$ cat src/rtl/cell_scan_ctrl.sv
// ---------------------------------------------------------------------------
// cell_scan_ctrl
//
// Purpose:
//   Holds DEPTH cell slots. A scan request walks the slots in order, one per
//   clock. Each slot's fields and the request handle go to an external
//   combinational enRange evaluator. The block counts the slots the evaluator
//   reports as hits and keeps the index and value of the first hit. The
//   result is returned through a valid/ready response handshake.
//
// Configuration:
//   SCAN_EARLY_EXIT_EN - when defined, a scan stops on the first hit. In that
//                        build rsp_count is 0 or 1 and the response arrives
//                        (hit index + 1) edges after acceptance. Without the
//                        macro, every slot is always scanned and every hit is
//                        counted.
//
// Ports:
//   clk, rst_n         clock; asynchronous active-low reset
//   wr_en, wr_addr,    cell write. It is taken only while the controller is
//   wr_cell            idle. wr_cell = {eltDef, isMetadata, metadata, low,
//                      high, rsvd}.
//   req_valid/ready,   scan request handshake and handle to match
//   req_handle
//   op_*               slot fields and latched handle to the evaluator.
//                      These are zero outside a scan.
//   op_resultBool,     evaluator hit flag and value, same cycle
//   op_resultValue
//   rsp_valid/ready    response handshake
//   rsp_hit, rsp_count,
//   rsp_index, rsp_value
//                      scan result, held stable while rsp_valid is high
// ---------------------------------------------------------------------------
module cell_scan_ctrl #(
  parameter int DEPTH = 8,
  parameter int AW    = 3
) (
  input  logic          clk,
  input  logic          rst_n,
  input  logic          wr_en,
  input  logic [AW-1:0] wr_addr,
  input  logic [33:0]   wr_cell,
  input  logic          req_valid,
  output logic          req_ready,
  input  logic [7:0]    req_handle,
  output logic          op_eltDef,
  output logic          op_isMetadata,
  output logic [7:0]    op_handle,
  output logic [7:0]    op_metadata,
  output logic [7:0]    op_low,
  output logic [7:0]    op_high,
  input  logic          op_resultBool,
  input  logic [7:0]    op_resultValue,
  output logic          rsp_valid,
  input  logic          rsp_ready,
  output logic          rsp_hit,
  output logic [AW:0]   rsp_count,
  output logic [AW-1:0] rsp_index,
  output logic [7:0]    rsp_value
);

  typedef enum logic [1:0] {
    IDLE = 2'd0,
    SCAN = 2'd1,
    DONE = 2'd2
  } state_t;

  state_t        state_reg, state_next;
  logic [AW-1:0] idx_reg, idx_next;
  logic [AW:0]   count_reg, count_next;
  logic          hit_reg, hit_next;
  logic [AW-1:0] index_reg, index_next;
  logic [7:0]    value_reg, value_next;
  logic [7:0]    handle_reg, handle_next;

  // Cell storage. eltDef has a reset so that stale slots never look defined.
  // The remaining fields carry no reset because they do not matter while
  // eltDef is 0.
  logic [DEPTH-1:0] elt_def_reg;
  logic             is_meta_reg [DEPTH];
  logic [7:0]       meta_reg    [DEPTH];
  logic [7:0]       low_reg     [DEPTH];
  logic [7:0]       high_reg    [DEPTH];

  logic       wr_fire;
  logic       scan_active;
  logic       last_slot;
  logic [7:0] rsvd_unused;

  // The rsvd byte of a cell is not stored.
  assign rsvd_unused = wr_cell[7:0];

  assign wr_fire     = wr_en && (state_reg == IDLE);
  assign scan_active = (state_reg == SCAN);
  assign last_slot   = (idx_reg == AW'(DEPTH - 1));

  generate
    for (genvar gi = 0; gi < DEPTH; gi++) begin : g_cell
      always_ff @(posedge clk or negedge rst_n) begin
        if (!rst_n) begin
          elt_def_reg[gi] <= 1'b0;
        end else if (wr_fire && (wr_addr == AW'(gi))) begin
          elt_def_reg[gi] <= wr_cell[33];
        end
      end

      always_ff @(posedge clk) begin
        if (wr_fire && (wr_addr == AW'(gi))) begin
          is_meta_reg[gi] <= wr_cell[32];
          meta_reg[gi]    <= wr_cell[31:24];
          low_reg[gi]     <= wr_cell[23:16];
          high_reg[gi]    <= wr_cell[15:8];
        end
      end
    end
  endgenerate

  // The evaluator path is combinational. A write and an acceptance on the
  // same edge land the cell before the first SCAN cycle reads it.
  assign op_eltDef     = scan_active ? elt_def_reg[idx_reg] : 1'b0;
  assign op_isMetadata = scan_active ? is_meta_reg[idx_reg] : 1'b0;
  assign op_handle     = scan_active ? handle_reg           : 8'h00;
  assign op_metadata   = scan_active ? meta_reg[idx_reg]    : 8'h00;
  assign op_low        = scan_active ? low_reg[idx_reg]     : 8'h00;
  assign op_high       = scan_active ? high_reg[idx_reg]    : 8'h00;

  assign req_ready = (state_reg == IDLE);
  assign rsp_valid = (state_reg == DONE);
  assign rsp_hit   = hit_reg;
  assign rsp_count = count_reg;
  assign rsp_index = index_reg;
  assign rsp_value = value_reg;

  always_comb begin
    state_next  = state_reg;
    idx_next    = idx_reg;
    count_next  = count_reg;
    hit_next    = hit_reg;
    index_next  = index_reg;
    value_next  = value_reg;
    handle_next = handle_reg;

    case (state_reg)
      IDLE: begin
        if (req_valid) begin
          handle_next = req_handle;
          idx_next    = '0;
          count_next  = '0;
          hit_next    = 1'b0;
          index_next  = '0;
          value_next  = 8'h00;
          state_next  = SCAN;
        end
      end

      SCAN: begin
        if (op_resultBool) begin
          count_next = count_reg + 1'b1;
          // Only the first hit of a scan is reported as index/value.
          if (!hit_reg) begin
            hit_next   = 1'b1;
            index_next = idx_reg;
            value_next = op_resultValue;
          end
        end
        // idx stops at the last slot instead of wrapping.
        if (last_slot) begin
          state_next = DONE;
        end else begin
          idx_next = idx_reg + 1'b1;
        end
`ifdef SCAN_EARLY_EXIT_EN
        if (op_resultBool) begin
          state_next = DONE;
        end
`endif
      end

      DONE: begin
        if (rsp_ready) begin
          state_next = IDLE;
        end
      end

      default: begin
        state_next = IDLE;
      end
    endcase
  end

  always_ff @(posedge clk or negedge rst_n) begin
    if (!rst_n) begin
      state_reg  <= IDLE;
      idx_reg    <= '0;
      count_reg  <= '0;
      hit_reg    <= 1'b0;
      index_reg  <= '0;
      value_reg  <= 8'h00;
      handle_reg <= 8'h00;
    end else begin
      state_reg  <= state_next;
      idx_reg    <= idx_next;
      count_reg  <= count_next;
      hit_reg    <= hit_next;
      index_reg  <= index_next;
      value_reg  <= value_next;
      handle_reg <= handle_next;
    end
  end

endmodule
$ cat config.mk
export PLATFORM = sky130hd
export DESIGN_NAME = cell_scan_ctrl
export DESIGN_NICKNAME = d
export VERILOG_FILES = /design/src/rtl/cell_scan_ctrl.sv
export SDC_FILE = /design/constraint.sdc
export NUM_CORES = 1
export LEC_CHECK = 0
export ABC_AREA = 1
export BUFFER_PORTS_ARGS = -buffer_cell sky130_fd_sc_hd__buf_2
export CORE_ASPECT_RATIO = 1.25
export CORE_MARGIN = 3
export CORE_UTILIZATION = 60
export DETAILED_ROUTE_END_ITERATION = 7
export PLACE_DENSITY = 0.81
export SYNTH_ARGS = -nofsm -noshare
export SYNTH_HDL_FRONTEND = slang
export SYNTH_SLANG_ARGS = --single-unit
$ cat constraint.sdc
create_clock -name clk -period 4.69 [get_ports clk]
set_clock_uncertainty 0.15 [all_clocks]
set_input_delay 0.469 -clock clk [delete_from_list [all_inputs] [get_ports clk]]
set_output_delay 0.469 -clock clk [all_outputs]
set_load 0.005 [all_outputs]
==> impl_metrics.json, run 1 <==
{
  "initial_core_util_pct": 62.2,
  "avgSynthCellArea_sq_um": 9.52,
  "gp_congestion": 0.769,
  "p_per_area_nw_per_um2": 549,
  "finalCritPeriodShare_pct": 75.9,
  "grt_pass1_wl_mm": 36.4,
  "final_layout_size_suffix_gt1_share_pct": 13.0,
  "ys_seq_area_share_pct": 65.4,
  "total_power_uw": 6540,
  "synth_fp_nets": 1175,
  "dieArea_sq_um": 19300,
  "postSynthCellCount": 1113,
  "cts.clk_slew.worst_paths_ns": 0.06,
  "fin_area_sq_um": 11900,
  "routed_wirelength_mm": 22.6,
  "hpwl_mm": 12.0,
  "required_ns": 4.07,
  "viasPerCell": 5.16,
  "rsz0062_at_grt": "false",
  "drt-wirelength-per-cell_microns": 15.7,
  "numCtsBuffers": 23,
  "antenna_found_initial": 2,
  "clk_path_buf_depth": 3,
  "synthToLayoutAreaGrowth_pct": 12.5,
  "first_pass_iters": 5,
  "post-route-util_pct": 70.0,
  "layout.area.seq_sq_um": 6930,
  "maxSlewViolCount": 0,
  "die_h_microns": 155,
  "post_dp_cell_area_sq_um": 11200,
  "dr_total_vias": 7442,
  "status": "completed",
  "ir_drop_v": 0.000354,
  "htreeDepth": 1,
  "cts_resized": 0,
  "worstSetupPathType": "reg2out",
  "cts_hold_buf": 1,
  "synth-seq-cells": 237,
  "cts_tree": "yes",
  "hold_class": "in2reg",
  "insertion_delay_ns": 0.50,
  "die_x_microns": 125,
  "gr-total-overflow": 0,
  "setup_viol": 0,
  "drt_iter0_drc": 633,
  "ant_nets": 0,
  "layout_common_cells": "398 x nand2_1, 239 x inv_1, 200 x edfxtp_1",
  "cts_num_sinks": 237,
  "first_global_vias": 7462,
  "cts-root-buf": "clkbuf_16",
  "core_sq_um": 17000,
  "syn-cell-area_sq_um": 10600,
  "final_nets": 1269,
  "ios": 111,
  "leakagePower_uw": 0.00585,
  "fmax_mhz": 281,
  "drc": 0,
  "post_cts_buffers": 0,
  "fin_crit_ns": 3.56,
  "maxCapViolations": 0,
  "worst_pin_slew_ns": 1.16,
  "setup_tns_ns": 0,
  "ys_types": 25,
  "worstPathArrival_ns": 2.94,
  "n_antenna_cell": 0,
  "rows": 53,
  "synth_warnings": 0,
  "cp-end-kind": "output port",
  "fillers": 1165,
  "finalHoldViolCount": 0,
  "layout_commonest_cell": "nand2_1",
  "startpoint_type": "register",
  "slew_headroom_pct": 22.7,
  "multi_input_area_sq_um": 2500,
  "crit_fanout": 107,
  "portBuffers": 102,
  "grt_max_degree": 108,
  "grtUsageTotal_pct": 23.6
}
worst max-delay path, stage by stage (launching register included):
cell     delay [ns]
dfrtp_2        0.72
inv_2          0.12
buf_4          0.90
nand2_1        0.14
nand3_1        0.14
nand2_1        0.09
nand2_1        0.09
nand2_1        0.08
buf_2          0.13
logic make-up (layout without fill, tap and decap cells):
logic type / after synthesis / count (layout) / share of synthesized area (%)
and+or+nand+nor: 566 / 566 / 22.1
DFF: 237 / 237 / 65.4
AOI/OAI and AO/OA: 17 / 17 / 0.826
xor gates and xnor gates: 1 / 1 / 0.0826
buffers and inverters: 288 / 397 / 11.1
muxes: 1 / 1 / 0.0944
adders and majority gates: 3 / 3 / 0.354
path summary, 6_finish.rpt:
kind	startpoint	endpoint	slack (ns)	cells after the start
max	idx_reg[0]	op_low[0]	1.13	8
min	rsp_ready	state_reg[1]	0.02	2
max reg2reg	state_reg[0]	meta_reg[3][5]	2.17	6
min reg2reg	elt_def_reg[7]	elt_def_reg[7]	0.33	2
max in group asynchronous	rst_n	idx_reg[0]	3.36	2
min in group asynchronous	rst_n	elt_def_reg[1]	0.45	2
power breakdown:
group | total, uW | internal [uW] | switching (uW)
Sequential | 2630 | 2470 | 153
Clock | 1740 | 1010 | 731
Combinational | 2170 | 742 | 1430
Total | 6540 | 4230 | 2310
synthesized netlist by cell type (all sizes together):
| library cell | number | area share (%) |
|---|---|---|
| nand2 | 400 | 14 |
| inv | 243 | 8.6 |
| edfxtp | 200 | 57 |
| nand3 | 131 | 6.2 |
| dfrtp | 37 | 8.7 |
| buf | 34 | 2.0 |
| nor2 | 34 | 1.6 |
| o21ai | 15 | 0.71 |
| clkbuf | 11 | 0.48 |
| ha | 3 | 0.35 |
| a21oi | 1 | 0.047 |
| mux2i | 1 | 0.094 |
| nor3 | 1 | 0.047 |
| o31ai | 1 | 0.071 |
| xnor2 | 1 | 0.083 |
layer usage:
metal / wire length, microns / vias up / GRT usage (%)
li1: - / 3634 / -
met1: 8610 / 3444 / 29.1
met2: 11600 / 300 / 42.4
met3: 1700 / 60 / 3.59
met4: 696 / 4 / 8.78
met5: 27 / - / 0
cell type report:
cell class | count | share of cell area (%)
Clock buffer | 29 | 5.02
Clock inverter | 11 | 0.892
Inverter | 243 | 7.65
Multi-Input combinational cell | 588 | 20.9
Sequential cell | 237 | 58.1
Tap cell | 220 | 2.31
Timing Repair Buffer | 114 | 5.06
through the flow:
step | hold slack (ns) | setup slack [ns] | std cells
2_1_floorplan | 0.0234 | 2.26 | 1113
3_3_place_gp | 0.307 | 1.81 | 1401
3_5_place_dp | 0.315 | 1.74 | 1401
4_1_cts | 0.00784 | 1.14 | 1442
5_1_grt | 0.0251 | 0.915 | 1442
6_report | 0.0250 | 1.13 | 1442
(Power assumes the default switching activity.)
==> run 2: changes to the inputs <==
Settings changed: CORE_UTILIZATION 60 to 59, PLACE_DENSITY 0.81 to 0.8.
Clock period 4.69 ns to 3.63 ns, I/O delays scaled along.
==> run 2 against run 1 <==
Global-route usage fell by 0.24 points. Combinational power rose by 37%. Non-clock buffer count rose by 40. Sequential power rose by 26%. Critical path depth fell by 2. Die area rose by 1.6%. Worst setup slack got worse by 0.56 ns. Largest cell class unchanged. Largest power group unchanged.
==> impl_metrics.json, run 2 (same netlist as run 1, synthesis figures left out) <==
{
  "status": "completed",
  "worstSetupPathType": "reg2out",
  "grt_max_degree": 106,
  "combPwrFrac_pct": 35.0,
  "routed_wirelength_mm": 23.0,
  "layout_common_cells": "398 x nand2_1, 239 x inv_1, 200 x edfxtp_1",
  "clkPwrFrac_pct": 25.9,
  "timing.critical_path.buf_inv": 2,
  "maxCapViolations": 0,
  "fin_crit_ns": 3.06,
  "cts_tree": "yes",
  "die_h_microns": 156,
  "drc": 0,
  "hpwl_mm": 13.0,
  "ios": 111,
  "required_ns": 3.12,
  "cts-root-buf": "clkbuf_16",
  "post_cts_buffers": 0,
  "dr_total_vias": 7610,
  "first_pass_iters": 5,
  "post-route-util_pct": 70.3,
  "internal_power_uw": 5450,
  "final_nets": 1310,
  "finalHoldViolCount": 0,
  "hold_class": "in2reg",
  "fmax_mhz": 326,
  "gr-total-overflow": 0,
  "final_layout_size_suffix_gt1_share_pct": 13.1,
  "synthToLayoutAreaGrowth_pct": 16.6,
  "layout.area.seq_sq_um": 6930,
  "clk_path_buf_depth": 3,
  "grtUsageTotal_pct": 23.4,
  "n_antenna_cell": 0,
  "switching_power_uw": 3030,
  "first_global_vias": 7478,
  "crit_family": "simple AND/OR/NAND/NOR gates",
  "layout_commonest_cell": "nand2_1",
  "rsz0062_at_grt": "false",
  "worst_pin_slew_ns": 1.16,
  "multi_input_area_sq_um": 2500,
  "drt_iter0_drc": 629,
  "placed_cells": 1411,
  "fin_cells": 1486,
  "p_sw_share_pct": 35.7,
  "initial_core_util_pct": 60.3,
  "post_dp_cell_area_sq_um": 11300,
  "numCtsBuffers": 24,
  "p_per_area_nw_per_um2": 686,
  "cts_resized": 0,
  "antenna_found_initial": 0,
  "setup_tns_ns": 0,
  "setup_viol": 0,
  "crit_fanout": 27,
  "max_stage_delay_ns": 0.79,
  "cts.clk_slew.worst_paths_ns": 0.06,
  "seqPwrFrac_pct": 39.1,
  "leakagePower_uw": 0.00603,
  "ir_drop_v": 0.000488,
  "fillers": 1214,
  "maxSlewViolCount": 0,
  "cpMaxStageDelayCell": "nor2_4",
  "worstPathArrival_ns": 2.55,
  "holdWs_ns": 0.00863,
  "cp_common_cell": "nand2_1",
  "cp-end-kind": "output port",
  "fin_area_sq_um": 12400,
  "grt_pass1_wl_mm": 36.7,
  "dieArea_sq_um": 19600,
  "portBuffers": 102,
  "rows": 54,
  "viasPerCell": 5.12,
  "cts_num_sinks": 237,
  "crit_chain": "inv_1, nand2_4, nor2_4, nand2_1, nand2_1, buf_2",
  "gp_congestion": 0.805,
  "ant_nets": 0,
  "drt-wirelength-per-cell_microns": 15.4,
  "core_sq_um": 17600,
  "htreeDepth": 1,
  "insertion_delay_ns": 0.50,
  "finalCritPeriodShare_pct": 84.4,
  "slew_headroom_pct": 22.5,
  "startpoint_type": "register",
  "die_x_microns": 126
}
==> run 2: cell count changes in the layout (fill, tap and decap cells not counted), sizes merged <==
| cell | before | now |
|---|---|---|
| buf | 113 | 119 |
| clkinv | 7 | 10 |
| inv | 244 | 243 |
| dlygate4sd3 | 1 | 35 |
| bufinv | 2 | 0 |
==> run 2: worst register-to-register path, stage by stage, from the launching register on <==
cell     delay [ns]
dfrtp_1        0.48
nor2_4         0.27
nand3_1        0.11
inv_1          0.19
nand2_1        0.11
inv_1          0.60
buf_12         0.25
==> run 2: path summary, 6_finish.rpt <==
path / from / to / slack (ns) / depth (start not counted)
max in group asynchronous: rst_n / idx_reg[0] / 2.37 / 2
hold / removal: wr_cell[15] / high_reg[7][7] / 0.009 / 1
setup reg to reg: state_reg[0] / low_reg[0][5] / 1.17 / 6
hold reg to reg: elt_def_reg[3] / elt_def_reg[3] / 0.32 / 2
min in group asynchronous: rst_n / handle_reg[7] / 0.37 / 2
setup / recovery: state_reg[1] / op_eltDef / 0.57 / 6
==> run 2: repair_timing <==
item                                    in CTS  in global routing
endpoints found under the setup margin       0                  0
hold buffers                                35                  0
endpoints found under the hold margin      238                  0
==> run 2: routing by layer <==
layer / share of wire (%) / GRT usage, % / routed length [microns] / vias up
met5: 0 / 0 / 0 / -
met4: 2.7 / 8.94 / 628 / 0
met3: 9.1 / 4.11 / 2090 / 62
met2: 50 / 40.5 / 11600 / 348
met1: 38 / 29.6 / 8690 / 3492
li1: - / - / - / 3708
==> run 2: final cells by class <==
class / instances / area share [%]
sequential: 237 / 56.1
multi-input combinational: 588 / 20.2
timing repair buffer: 154 / 8.41
inverter: 243 / 7.38
clock buffer: 29 / 5.18
tap: 224 / 2.27
clock inverter: 11 / 0.435
==> run 2: per-stage QoR <==
| stage | setup WS [ns] | power, uW |
|---|---|---|
| after global placement | 1.19 | 6190 |
| after floorplan | 1.20 | 5380 |
| final | 0.567 | 8480 |
| after CTS | 0.577 | 8490 |
| after global routing | 0.460 | 9030 |
| after detailed placement | 1.12 | 6270 |
==> run 2: power by group through the flow <==
stage	registers, uW	clock network (uW)	logic, uW
3_5_place_dp	3370	0	2900
4_1_cts	3310	2220	2960
3_3_place_gp	3360	0	2830
5_1_grt	3340	2350	3340
6_report	3320	2190	2970
2_1_floorplan	3350	0	2020
